`config.mk`:
```
export PLATFORM = sky130hd
export DESIGN_NAME = booth_divider_seq_flat
export DESIGN_NICKNAME = d
export VERILOG_FILES = /design/src/rtl/booth_divider_seq_if.sv /design/src/rtl/booth_divider_seq.sv /design/src/flat_wrapper.sv
export SDC_FILE = /design/constraint.sdc
export NUM_CORES = 1
export LEC_CHECK = 0
export ABC_AREA = 1
export CAP_MARGIN = 20
export CORE_MARGIN = 1.5
export CORE_UTILIZATION = 50
export CTS_BUF_LIST = sky130_fd_sc_hd__clkbuf_8
export DETAILED_ROUTE_END_ITERATION = 6
export GPL_TIMING_DRIVEN = 0
export PLACE_DENSITY = 0.79
export SYNTH_ARGS = -nofsm -noshare
export SYNTH_HDL_FRONTEND = slang
export SYNTH_SLANG_ARGS = --single-unit
```
`constraint.sdc`:
```
create_clock -name clk -period 2.7 [get_ports clk]
set_input_delay 0.405 -clock clk [delete_from_list [all_inputs] [get_ports clk]]
set_output_delay 0.405 -clock clk [all_outputs]
set_load 0.005 [all_outputs]
```
`src/rtl/booth_divider_seq_if.sv`:
```
// Operand/result bus of the sequential divider: serial operand input,
// start request, and time-shared remainder/quotient output.
interface booth_divider_seq_if #(
  parameter int WIDTH = 5
);
  logic             start;
  logic [WIDTH-1:0] data_in;
  logic             busy;
  logic             out_valid;
  logic             out_sel;
  logic [WIDTH-1:0] data_out;
  logic             dz;

  modport master (
    output start, data_in,
    input  busy, out_valid, out_sel, data_out, dz
  );

  modport slave (
    input  start, data_in,
    output busy, out_valid, out_sel, data_out, dz
  );
endinterface

```
`src/rtl/booth_divider_seq.sv`:
```
// Sequential unsigned restoring divider: divisor then dividend arrive on
// data_in, one quotient bit per clock, remainder then quotient on data_out.
//
// state    | meaning
// ---------+-----------------------------------------------------------
// S_IDLE   | waiting for start; dz from the last operation stays visible
// S_LOAD_Y | capture divisor from data_in
// S_LOAD_X | capture dividend, arm counter; divisor 0 skips to S_OUT_R
// S_ITER   | one restoring shift/subtract step per cycle, WIDTH cycles
// S_OUT_R  | present remainder (out_sel=0) on the next cycle
// S_OUT_Q  | present quotient (out_sel=1) on the next cycle
module booth_divider_seq #(
  parameter int WIDTH = 5,
  parameter int CNT_W = 3
) (
  input logic                clk,
  input logic                rst_n,
  booth_divider_seq_if.slave bus
);

  typedef enum logic [2:0] {
    S_IDLE,
    S_LOAD_Y,
    S_LOAD_X,
    S_ITER,
    S_OUT_R,
    S_OUT_Q
  } state_t;

  state_t           state, state_nxt;
  logic [WIDTH:0]   a_q, a_nxt;
  logic [WIDTH-1:0] q_q, q_nxt;
  logic [WIDTH-1:0] y_q, y_nxt;
  logic [CNT_W-1:0] cnt_q, cnt_nxt;
  logic             dz_q, dz_nxt;
  logic             busy_q, busy_nxt;
  logic             valid_q, valid_nxt;
  logic             sel_q, sel_nxt;
  logic [WIDTH-1:0] dout_q, dout_nxt;

  // A is one bit wider than the divisor so the trial subtraction cannot wrap
  logic [WIDTH:0] s_w;
  logic [WIDTH:0] t_w;

  assign s_w = {a_q[WIDTH-1:0], q_q[WIDTH-1]};
  assign t_w = s_w - {1'b0, y_q};

  always_ff @(posedge clk or negedge rst_n) begin
    if (!rst_n) begin
      state   <= S_IDLE;
      a_q     <= '0;
      q_q     <= '0;
      y_q     <= '0;
      cnt_q   <= '0;
      dz_q    <= 1'b0;
      busy_q  <= 1'b0;
      valid_q <= 1'b0;
      sel_q   <= 1'b0;
      dout_q  <= '0;
    end else begin
      state   <= state_nxt;
      a_q     <= a_nxt;
      q_q     <= q_nxt;
      y_q     <= y_nxt;
      cnt_q   <= cnt_nxt;
      dz_q    <= dz_nxt;
      busy_q  <= busy_nxt;
      valid_q <= valid_nxt;
      sel_q   <= sel_nxt;
      dout_q  <= dout_nxt;
    end
  end

  always_comb begin
    state_nxt = state;
    a_nxt     = a_q;
    q_nxt     = q_q;
    y_nxt     = y_q;
    cnt_nxt   = cnt_q;
    dz_nxt    = dz_q;
    busy_nxt  = (state != S_IDLE);
    valid_nxt = 1'b0;
    sel_nxt   = 1'b0;
    dout_nxt  = '0;

    case (state)
      S_IDLE: begin
        if (bus.start) state_nxt = S_LOAD_Y;
      end
      S_LOAD_Y: begin
        y_nxt     = bus.data_in;
        state_nxt = S_LOAD_X;
      end
      S_LOAD_X: begin
        q_nxt   = bus.data_in;
        a_nxt   = '0;
        cnt_nxt = CNT_W'(WIDTH);
        dz_nxt  = 1'b0;
        if (y_q == '0) begin
          // divide by zero: remainder = dividend, quotient = all ones
          dz_nxt    = 1'b1;
          a_nxt     = {1'b0, bus.data_in};
          q_nxt     = '1;
          state_nxt = S_OUT_R;
        end else begin
          state_nxt = S_ITER;
        end
      end
      S_ITER: begin
        if (!t_w[WIDTH]) begin
          a_nxt = t_w;
          q_nxt = {q_q[WIDTH-2:0], 1'b1};
        end else begin
          a_nxt = s_w;
          q_nxt = {q_q[WIDTH-2:0], 1'b0};
        end
        cnt_nxt = cnt_q - CNT_W'(1);
        if (cnt_q == CNT_W'(1)) state_nxt = S_OUT_R;
      end
      S_OUT_R: begin
        valid_nxt = 1'b1;
        sel_nxt   = 1'b0;
        dout_nxt  = WIDTH'(a_q);
        state_nxt = S_OUT_Q;
      end
      S_OUT_Q: begin
        valid_nxt = 1'b1;
        sel_nxt   = 1'b1;
        dout_nxt  = q_q;
        state_nxt = S_IDLE;
      end
      default: state_nxt = S_IDLE;
    endcase
  end

  assign bus.busy      = busy_q;
  assign bus.out_valid = valid_q;
  assign bus.out_sel   = sel_q;
  assign bus.data_out  = dout_q;
  assign bus.dz        = dz_q;

endmodule

```
`src/flat_wrapper.sv`:
```
// flat-port wrapper written by rule: the top's interface ports become plain ports
module booth_divider_seq_flat 
#(
  parameter int WIDTH = 5,
  parameter int CNT_W = 3
)
  (clk, rst_n, bus_start, bus_data_in, bus_busy, bus_out_valid, bus_out_sel, bus_data_out, bus_dz);
  booth_divider_seq_if #(.WIDTH(WIDTH)) bus_i ();
  input logic clk;
  input logic rst_n;
  input wire logic [$bits(bus_i.start)-1:0] bus_start;
  input wire logic [$bits(bus_i.data_in)-1:0] bus_data_in;
  output wire logic [$bits(bus_i.busy)-1:0] bus_busy;
  output wire logic [$bits(bus_i.out_valid)-1:0] bus_out_valid;
  output wire logic [$bits(bus_i.out_sel)-1:0] bus_out_sel;
  output wire logic [$bits(bus_i.data_out)-1:0] bus_data_out;
  output wire logic [$bits(bus_i.dz)-1:0] bus_dz;
  assign bus_i.start = bus_start;
  assign bus_i.data_in = bus_data_in;
  assign bus_busy = bus_i.busy;
  assign bus_out_valid = bus_i.out_valid;
  assign bus_out_sel = bus_i.out_sel;
  assign bus_data_out = bus_i.data_out;
  assign bus_dz = bus_i.dz;
  booth_divider_seq #(.WIDTH(WIDTH), .CNT_W(CNT_W)) u_core (.clk(clk), .rst_n(rst_n), .bus(bus_i));
endmodule
```
* After elaboration in Yosys (flattened, before gate mapping)
Cells that the tools add are included.
Operators by class: reduce and logical (&&, ||, !) cells 6, $add $sub $neg 2, equality and inequality tests 8, muxes and demuxes 15
Operators by type and width (number):
- $pmux 5 s2 | 3
- $mux 5 | 3
- $pmux 3 s5 | 1
- $mux 3 | 3
- $eq 3x1->1 const B | 2
- $eq 3x2->1 const B | 2
- $eq 3x3->1 const B | 2
- $pmux 3 s2 | 1
- $sub 6x5->6 | 1
- $logic_not 5->1 | 1
- $mux 1 | 4
- $logic_not 3->1 | 1
- $reduce_bool 3->1 | 1
- $sub 3x1->3 const B | 1
- $ne 2x1->1 const B | 1
- $ne 2x2->1 const B | 1
- $reduce_and 2->1 | 1
- $reduce_bool 2->1 | 1
- $reduce_or 2->1 | 1
Storage, ports and cells: bits in registers 30, word-level logic and storage cells 41, input port bits 8, output and inout port bits 9

* Depth between registers and ports, before layout
depth in word-level cells 3, gate-level depth with buffers 12, gate-level depth less buffers 12

* Worst setup path after synthesis
No wires, ideal clock.
path type reg2reg, from register u_core.q_q[4], to register u_core.a_q[4], data required time 2627 ps, data arrival time 1523 ps, path slack 1104 ps, cell stages (with the launch flop) 12, path buffers 0, period minus slack after synthesis 1596 ps, setup time 73 ps, cells stage by stage dfrtp_1 > inv_1 > ha_1 > inv_1 > fa_1 > nand3_1 > nand2_1 > nand2_1 > nand2_1 > nand3_1 > nand3_1 > a21oi_2
On the way: longest elaborated chain between the ends 3
Ends and longest elaborated chain:
- start: declaration | line booth_divider_seq.sv:32 | logic [WIDTH-1:0] q_q, q_nxt;
- start signal: assignment | line booth_divider_seq.sv:63 | q_q <= q_nxt;
- $sub 6x5->6 | line booth_divider_seq.sv:46 | assign t_w = s_w - {1'b0, y_q};
- $mux 5 | line booth_divider_seq.sv:110 | if (!t_w[WIDTH]) begin
- $pmux 5 s2 | line booth_divider_seq.sv:86 | case (state)
- end signal: assignment | line booth_divider_seq.sv:62 | a_q <= a_nxt;
- end: declaration | line booth_divider_seq.sv:31 | logic [WIDTH:0] a_q, a_nxt;
Every way passes these cells. A chain may end at the register's enable or synchronous reset.

* Worst setup path in the final report
Ends and elaborated chain as after synthesis.

==> impl_metrics.tcl <==
set metrics [dict create \
    placedCellCount 244 \
    ir_drop_mv 0.5999 \
    clockBufferDepth 2 \
    cp-start-kind "flip-flop" \
    diodes 0 \
    gp_congestion 0.9150 \
    hold_viol 0 \
    drt-total-wl_um 3399 \
    wl_per_cell_um 13.49 \
    status "finished clean" \
    die_area_um2 3578 \
    place_area_um2 1844 \
    cts_setup_buffers 0 \
    grt_pass1_vias 1369 \
    syn2layout_area_growth_pct 20.16 \
    fp.dieH_um 59.82 \
    clkTransAtPathRegs_ns 0.07 \
    vias 1385 \
    dr.pass1.iters 4 \
    drc 0 \
    ctsHoldBuffers 0 \
    drive_gt1_share_pct 14.90 \
    initial_core_util_pct 52.87 \
    clock.fmax_ghz 0.5593 \
    maxSlewHeadroom_pct 44.33 \
    tritoncts "yes" \
    clk_latency_ns 0.29 \
    grt_max_degree 20 \
    yosys_warnings 0 \
    cts_buffers 5 \
    cp-endpoint "u_core.a_q[4]$_DFFE_PN0P_" \
    die_w_um 59.82 \
    tightest_slew_ns 0.8325 \
    stdcell_area_um2 1939 \
    end_kind "flip-flop" \
    r2r_slack_ns 0.91 \
    drtIter0Drc 52 \
    grt_overflow_total 0 \
    yosys_register_bits 30 \
    rows 20 \
    crit_type "flip-flop to flip-flop" \
    avgSynthCellArea_um2 8.820 \
    min_path_type "flip-flop to flip-flop" \
    syn_nets 199 \
    synth_cell_type_count 28 \
    p_leak_nw 0.9406 \
    r2r_cells 11 \
    clock_sinks 30 \
    htreeDepth 2 \
    fin_cells 252 \
    powerDensity_nw_per_um2 1357 \
    total_power_w 0.002631 \
    fin_tns_setup_ns 0 \
    crit_arrival_ns 2.01 \
    grt_usage_pct 22.50 \
    whs_ns 0.4842 \
    root_buffer "clkbuf_8" \
    maxCapViolCount 0 \
    drv_slew 0 \
    synth_seq_area_share_pct 46.51 \
    drtAntennaViolNets 0 \
    antenna_found_initial 0 \
    grt_pass1_wl_um 5906 \
    core_um2 3053 \
    path_max_fanout 4 \
    vias_per_cell 5.496 \
    pin_count 17 \
    dp_hpwl_um 2602 \
    rr_endpoint "u_core.a_q[4]$_DFFE_PN0P_" \
    synth_area_um2 1614 \
    rsz0062_at_grt "false" \
    period_needed_ns 1.788 \
    nNetsFinal 223 \
    finalSetupViolCount 0 \
    syn_inst 183 \
    cp-startpoint "u_core.q_q[4]$_DFFE_PN0P_" \
    critPathRequiredTime_ns 2.92 \
    rr_startpoint "u_core.q_q[4]$_DFFE_PN0P_" \
    period_share_pct 66.22 \
    cts_resized 0 \
    final.setup_skew_ns 0.008400 \
    port_buffers 16 \
    min_delay_path_depth 2 \
]
cells by family after synthesis:
group / synth area share, %
DFF: 46.51
buffers and inverters: 8.062
and+or+nand+nor: 22.64
AOI/OAI and AO/OA: 15.58
adders and majority gates: 6.666
xor gates and xnor gates: 0.5427
power by group:
| part | total (W) | switching, W | leakage [nW] | internal [W] |
|---|---|---|---|---|
| clock | 0.000377 | 0.000172 | 0.0472 | 0.000204 |
| sequential | 0.000769 | 0.000127 | 0.369 | 0.000642 |
| combinational | 0.00149 | 0.000905 | 0.524 | 0.000581 |
| total | 0.00263 | 0.00120 | 0.941 | 0.00143 |
how the worst min path moves through the flow:
stage / slack, ns / endpoint / from
2_1_floorplan: 0.11 / u_core.a_q[0]$_DFFE_PN0P_ / rst_n
3_3_place_gp: 0.46 / u_core.cnt_q[2]$_DFFE_PN0P_ / u_core.cnt_q[2]$_DFFE_PN0P_
3_5_place_dp: 0.47 / u_core.cnt_q[2]$_DFFE_PN0P_ / u_core.cnt_q[2]$_DFFE_PN0P_
4_1_cts: 0.49 / u_core.cnt_q[2]$_DFFE_PN0P_ / u_core.cnt_q[2]$_DFFE_PN0P_
5_1_grt: 0.52 / u_core.cnt_q[2]$_DFFE_PN0P_ / u_core.cnt_q[2]$_DFFE_PN0P_
6_report: 0.48 / u_core.cnt_q[2]$_DFFE_PN0P_ / u_core.cnt_q[2]$_DFFE_PN0P_
layer usage:
metal / up-vias / wire length (um) / share of wire, % / GRT usage (%)
met4: 0 / 91 / 2.7 / 10.48
met2: 50 / 1627 / 48 / 35.09
met3: 10 / 200 / 5.9 / 5.844
met5: - / 0 / 0 / 0
li1: 670 / - / - / -
met1: 655 / 1479 / 44 / 29.19
worst max-delay path, stage by stage, from the launching register on:
cell     delay, ns
dfrtp_1       0.36
inv_1         0.13
ha_1          0.17
inv_1         0.07
fa_1          0.41
nand3_1       0.12
nand2_1       0.07
nand2_1       0.06
nand2_1       0.05
nand3_1       0.07
nand3_1       0.10
a21oi_2       0.12
cells in the final DEF, fill, tap and decap left out, types with 2 or more instances in the layout:
cell type	synthesis	layout
buf_2	3	3
a31oi_1	6	6
nand3b_1	2	2
nor2_8	2	2
a21oi_1	7	7
a21oi_2	6	6
nor2_1	11	11
clkdlybuf4s50_1	0	16
ha_1	7	7
inv_1	25	25
o21ai_1	8	8
o221ai_1	4	4
dfrtp_1	30	30
inv_2	4	4
clkbuf_8	0	6
nand2_1	27	27
o22ai_1	5	5
nand2_2	3	3
nand4_1	2	2
nand3_1	21	21
metrics by stage:
stage,setup slack [ns],util (%)
detailed placement,0.9288,60.41
finish,0.9121,63.52
CTS,0.9102,63.52
global placement,0.7559,59.92
floorplan,1.104,-
global route,0.7624,63.52
cells in the mapped netlist, drive strengths merged:
library cell	n	area [um2]
o21a	1	7.510
nor2	14	87.59
dfrtp	30	750.7
nand3b	2	15.01
buf	3	15.01
nand4	2	12.51
a22oi	1	7.510
o21ai	9	45.04
nand3	22	115.1
ha	7	87.58
a21oi	13	87.58
inv	30	115.1
o22ai	5	31.28
nor3	2	15.01
fa	1	20.02
xnor2	1	8.760
nand2	30	120.1
a31oi	6	37.54
o221ai	4	35.03
flip-flops by register name (all words and copies together) (netlist names):
name,flops
u_core.bus.out_sel,1
u_core.bus.busy,1
u_core.a_q,5
u_core.bus.dz,1
u_core.cnt_q,3
u_core.y_q,5
u_core.bus.out_valid,1
u_core.state,3
u_core.bus.data_out,5
u_core.q_q,5
cell type report:
type / count / area, um2
Multi-Input combinational cell: 120 / 733.2
Timing Repair Buffer: 17 / 175.2
Inverter: 30 / 115.1
Clock inverter: 2 / 12.51
Sequential cell: 30 / 750.7
Clock buffer: 6 / 82.58
Tap cell: 44 / 55.05
Buffer: 3 / 15.01
Fill cell: 275 / 1114
Power figures use the tool's default switching activity.
